`config.mk`:
```
export PLATFORM = sky130hd
export DESIGN_NAME = rom_read_arbiter
export DESIGN_NICKNAME = d
export VERILOG_FILES = /design/src/rtl/rom_read_arbiter.sv
export SDC_FILE = /design/constraint.sdc
export NUM_CORES = 1
export LEC_CHECK = 0
export CORE_AREA = 5 5 78 80
export DETAILED_ROUTE_END_ITERATION = 8
export DIE_AREA = 0 0 83 85
export PLACE_DENSITY = 0.73
export SETUP_SLACK_MARGIN = 0.5
export SLEW_MARGIN = 10
export SYNTH_ARGS = -nofsm -noshare
export SYNTH_HDL_FRONTEND = slang
export SYNTH_SLANG_ARGS = --single-unit
```
`constraint.sdc`:
```
create_clock -name clk -period 4.1 [get_ports clk]
set_input_delay 0.82 -clock clk [delete_from_list [all_inputs] [get_ports clk]]
set_output_delay 0.82 -clock clk [all_outputs]
set_load 0.05 [all_outputs]
```
`src/rtl/rom_read_arbiter.sv`:
```
// Round-robin burst arbiter sharing one synchronous ROM between NUM_REQ requesters.
// Optional per-requester grant counters are enabled with `define ROM_ARB_STATS_EN.
module rom_read_arbiter #(
  parameter int NUM_REQ     = 2,
  parameter int ADDR_W      = 5,
  parameter int DATA_W      = 32,
  parameter int LEN_W       = 4,
  parameter int ROM_LATENCY = 2
) (
  input  logic                        clk,
  input  logic                        rst_n,
  input  logic [NUM_REQ-1:0]          req,
  input  logic [NUM_REQ*ADDR_W-1:0]   req_addr,
  input  logic [NUM_REQ*LEN_W-1:0]    req_len,
  output logic [NUM_REQ-1:0]          gnt,
  output logic [NUM_REQ-1:0]          rvalid,
  output logic [DATA_W-1:0]           rdata,
  output logic                        busy,
  output logic [ADDR_W-1:0]           rom_address,
  output logic                        rom_rden,
  input  logic [DATA_W-1:0]           rom_q
`ifdef ROM_ARB_STATS_EN
  ,
  output logic [NUM_REQ*16-1:0]       grant_cnt
`endif
);

  localparam int ID_W = (NUM_REQ > 1) ? $clog2(NUM_REQ) : 1;
  localparam logic [ID_W-1:0]    ID_LAST  = ID_W'(NUM_REQ - 1);
  localparam logic [ID_W-1:0]    ID_ONE   = ID_W'(1);
  localparam logic [ADDR_W-1:0]  ADDR_ONE = ADDR_W'(1);
  localparam logic [LEN_W-1:0]   LEN_ONE  = LEN_W'(1);
  localparam logic [NUM_REQ-1:0] REQ_ONE  = NUM_REQ'(1);

  typedef enum logic {S_IDLE, S_BURST} state_t;

  state_t                   r_state;
  logic [ID_W-1:0]          r_ptr;
  logic [ID_W-1:0]          r_id;
  logic [ADDR_W-1:0]        r_cur_addr;
  logic [LEN_W-1:0]         r_beats;
  logic [NUM_REQ-1:0]       r_gnt;
  logic                     r_rom_rden;
  logic [ADDR_W-1:0]        r_rom_address;
  logic [ROM_LATENCY-1:0]   r_tag_vld;
  logic [ID_W-1:0]          r_tag_id [ROM_LATENCY];

  logic                     w_found;
  logic [ID_W-1:0]          w_winner;
  logic [ID_W-1:0]          w_next_ptr;
  logic [ADDR_W-1:0]        w_start_addr;
  logic [LEN_W-1:0]         w_start_len;
  logic                     w_arb_slot;

  // Requests are level-held until their gnt pulse; the arbiter only looks at req
  // in IDLE or on the last beat of a burst, so a drop before gnt withdraws it.
  always_comb begin
    w_found  = 1'b0;
    w_winner = '0;
    for (int i = 0; i < NUM_REQ; i++) begin
      if (!w_found && req[(int'(r_ptr) + i) % NUM_REQ]) begin
        w_found  = 1'b1;
        w_winner = ID_W'((int'(r_ptr) + i) % NUM_REQ);
      end
    end
  end

  always_comb begin
    w_next_ptr   = (w_winner == ID_LAST) ? '0 : w_winner + ID_ONE;
    w_start_addr = req_addr[int'(w_winner)*ADDR_W +: ADDR_W];
    w_start_len  = req_len[int'(w_winner)*LEN_W +: LEN_W];
    w_arb_slot   = (r_state == S_IDLE) || (r_beats == '0);
  end

  always_ff @(posedge clk or negedge rst_n) begin
    if (!rst_n) begin
      r_state       <= S_IDLE;
      r_ptr         <= '0;
      r_id          <= '0;
      r_cur_addr    <= '0;
      r_beats       <= '0;
      r_gnt         <= '0;
      r_rom_rden    <= 1'b0;
      r_rom_address <= '0;
      r_tag_vld     <= '0;
      for (int k = 0; k < ROM_LATENCY; k++) r_tag_id[k] <= '0;
    end else begin
      // Tag pipe mirrors the ROM pipeline: head captures the beat being issued now.
      r_tag_vld[0] <= r_rom_rden;
      r_tag_id[0]  <= r_id;
      for (int k = 1; k < ROM_LATENCY; k++) begin
        r_tag_vld[k] <= r_tag_vld[k-1];
        r_tag_id[k]  <= r_tag_id[k-1];
      end

      if (w_arb_slot) begin
        if (w_found) begin
          r_state       <= S_BURST;
          r_id          <= w_winner;
          r_ptr         <= w_next_ptr;
          r_gnt         <= REQ_ONE << w_winner;
          r_rom_rden    <= 1'b1;
          r_rom_address <= w_start_addr;
          r_cur_addr    <= w_start_addr + ADDR_ONE;
          r_beats       <= w_start_len;
        end else begin
          r_state    <= S_IDLE;
          r_gnt      <= '0;
          r_rom_rden <= 1'b0;
        end
      end else begin
        r_gnt         <= '0;
        r_rom_rden    <= 1'b1;
        r_rom_address <= r_cur_addr;
        r_cur_addr    <= r_cur_addr + ADDR_ONE;
        r_beats       <= r_beats - LEN_ONE;
      end
    end
  end

  always_comb begin
    gnt         = r_gnt;
    rom_rden    = r_rom_rden;
    rom_address = r_rom_address;
    busy        = (r_state != S_IDLE) || (|r_tag_vld);
    rvalid      = r_tag_vld[ROM_LATENCY-1] ? (REQ_ONE << r_tag_id[ROM_LATENCY-1]) : '0;
    rdata       = r_tag_vld[ROM_LATENCY-1] ? rom_q : '0;
  end

`ifdef ROM_ARB_STATS_EN
  logic [15:0] r_grant_cnt [NUM_REQ];

  always_ff @(posedge clk or negedge rst_n) begin
    if (!rst_n) begin
      for (int i = 0; i < NUM_REQ; i++) r_grant_cnt[i] <= '0;
    end else begin
      for (int i = 0; i < NUM_REQ; i++) begin
        if (r_gnt[i] && (r_grant_cnt[i] != 16'hFFFF)) r_grant_cnt[i] <= r_grant_cnt[i] + 16'd1;
      end
    end
  end

  always_comb begin
    grant_cnt = '0;
    for (int i = 0; i < NUM_REQ; i++) grant_cnt[i*16 +: 16] = r_grant_cnt[i];
  end
`endif

endmodule
```
==> results.yml <==
global_route:
  grtUsageTotal: 0.134
  met1_usage: 0.176
  grt_pass1_vias: 1557
  grtUsageMet2: 0.229
  grt-busiest-layer: "met2"
  grt_start_max_net_pins: 36
  antenna_found_initial: 0
  grt_util_met3: 0.0301
  grt_pass1_wl_um: 7840
  grt.overflow.total: 0
timing:
  min_period_ps: 3050
  worst_slew_pin_slew_ps: 683
  rsz0062_at_grt: "false"
  period_share: 0.743
  slew_violations: 0
  fmax_mhz: 328
  slew_headroom: 0.545
  hold_viol: 0
  setup_viol: 0
  skew_ps: 2.37
  setup_tns_ps: 0
yosys:
  synth_top_area_share: 0.387
  synthCells: 181
  synth.most_common_cell: "and2_1"
  syn_area_per_cell_sq_um: 8.58
  ys_seq_elements: 24
  yosys_warnings: 0
  synthFlopType: "dfrtp_1"
  netlist_area_sq_um: 1550
  synthTopCellsByArea: "dfrtp_1 39%, and2_1 13%, nand2_1 5.3%, a21oi_1 5.2%, mux2i_1 4.5%"
  ys_top_cells_by_count: "33 x and2_1, 24 x dfrtp_1, 22 x nand2_1"
  yosysTopAreaCell: "dfrtp_1"
  syn_nets: 236
  synth-async-reset-ratio: 1.00
  synth_cell_types: 48
  synth_seq_area_share: 0.387
  synth-edff-count: 0
min_path:
  min_path_cells: 0
  hp-class: "reg -> reg"
final_layout:
  drive_gt1_frac: 0.0618
  nNetsFinal: 331
  num_antenna_cells: 0
  fin_area_sq_um: 2650
  areaGrowthSynthToFinish_pct: 70.4
  nFillCells: 535
die:
  start_util: 0.291
  fp.coreArea_sq_um: 5340
  die_y_um: 85
  pin_count: 97
  die_x_um: 83
  die_area_sq_um: 7060
  placementRows: 27
route:
  drc_errors: 0
  wl_per_cell_um: 13.9
  antenna_left: 0
  wl_um: 4830
  first_pass_iters: 4
  drt_iter0_drc: 108
  via_count: 1649
  routed_via_density: 4.75
clock_tree:
  cts_max_level: 1
  cts_tree: "done"
  cts_max_path_buffers: 2
  postCtsSetupRepairBufs: 0
  clk_latency_ps: 260
  numCtsBuffers: 3
  clock-root-buffer: "clkbuf_8"
  cts-resized-gates: 0
  clk_pin_slew_ps: 90
  cts.sinks: 24
  ctsHoldBuffers: 0
setup_path:
  cp-end-kind: "output port"
  cp-start-kind: "input pin"
  critical_path_arrival_ps: 2230
  crit_path_max_fanout: 1
  reg2reg_depth: 8
  worstSetupPathType: "in -> out"
  cp_data_required_time_ps: 3280
placement:
  io_buffers: 96
  place_area_sq_um: 2570
  hpwl_um: 3930
  place_congestion: 0.784
flow_run:
  maxCapViolCount: 0
power:
  p_leak_nw: 1.09
  worst_ir_drop_vdd_mv: 0.345
  powerDensity_nw_per_um2: 557
run_status:
  status: "finished clean"
where the power goes:
group | total, mW | internal, mW | switching (mW)
clock network | 0.206 | 0.130 | 0.0757
logic | 0.856 | 0.342 | 0.514
registers | 0.412 | 0.335 | 0.0768
total | 1.47 | 0.807 | 0.666
routing by layer:
| layer | vias up | share of wire |
|---|---|---|
| met5 | - | 0 |
| met4 | 0 | 0.0060 |
| met3 | 4 | 0.068 |
| met2 | 77 | 0.45 |
| met1 | 761 | 0.47 |
| li1 | 807 | - |
stage by stage:
step / power (mW) / hold WS (ps) / instances / util / setup slack (ps)
2_1_floorplan: 1.01 / 331 / 181 / - / 2050
3_3_place_gp: 1.26 / 333 / 343 / 0.482 / 1040
3_5_place_dp: 1.27 / 335 / 343 / 0.482 / 1030
4_1_cts: 1.48 / 355 / 347 / 0.496 / 1030
5_1_grt: 1.57 / 362 / 347 / 0.496 / 978
6_report: 1.47 / 354 / 347 / 0.496 / 1050
critical path, cell delays in order:
cell and delay, ps:
clkdlybuf4s50_1 470, and2_1 130, clkdlybuf4s50_1 800
area by class of cell:
cell class / count / area, sq um / share of cell area
timing repair buffer: 98 / 976 / 0.369
multi-input combinational: 141 / 878 / 0.332
sequential: 24 / 601 / 0.227
tap: 72 / 90.1 / 0.0340
clock buffer: 3 / 41.3 / 0.0156
clock inverter: 1 / 30.0 / 0.0113
inverter: 8 / 30.0 / 0.0113
placed cells by master, fill, tap and decap left out, drive strengths merged, types with 2 or more instances in the layout:
cell type,n
clkdlybuf4s50,96
and2,33
dfrtp,24
nand2,24
a21oi,16
o21ai,15
nor2,9
inv,8
mux2i,7
or3,3
nand3,3
clkbuf,3
nor3,2
xnor2,2
buf,2
or2,2
nand2b,2
a31oi,2
o211ai,2
final timing paths:
check,start,end,slack (ps)
worst max-delay path,rom_q[31],rdata[31],1050
worst min-delay path,r_tag_id[1],r_tag_id[0],350
worst max register to register,r_beats[0],r_cur_addr[4],1980
worst min register to register,r_tag_id[1],r_tag_id[0],350
max in group asynchronous,rst_n,r_cur_addr[2],2940
min in group asynchronous,rst_n,rom_address[3],910
sequential cells by signal, summed over array words and instances (netlist names):
register	count
r_cur_addr	5
r_id	1
r_tag_id	2
r_beats	4
rom_rden	1
r_ptr	1
r_tag_vld	2
gnt	2
r_state	1
rom_address	5
logic make-up after synthesis:
| family | Yosys count | synth area share |
|---|---|---|
| compound gates | 44 | 0.174 |
| fa+ha+maj | 1 | 0.00806 |
| flops | 24 | 0.387 |
| buf+inv | 16 | 0.0475 |
| xor+xnor | 3 | 0.0169 |
| mux | 8 | 0.0524 |
| simple gates | 85 | 0.314 |
Note: power is estimated with default switching activity, not from simulation.
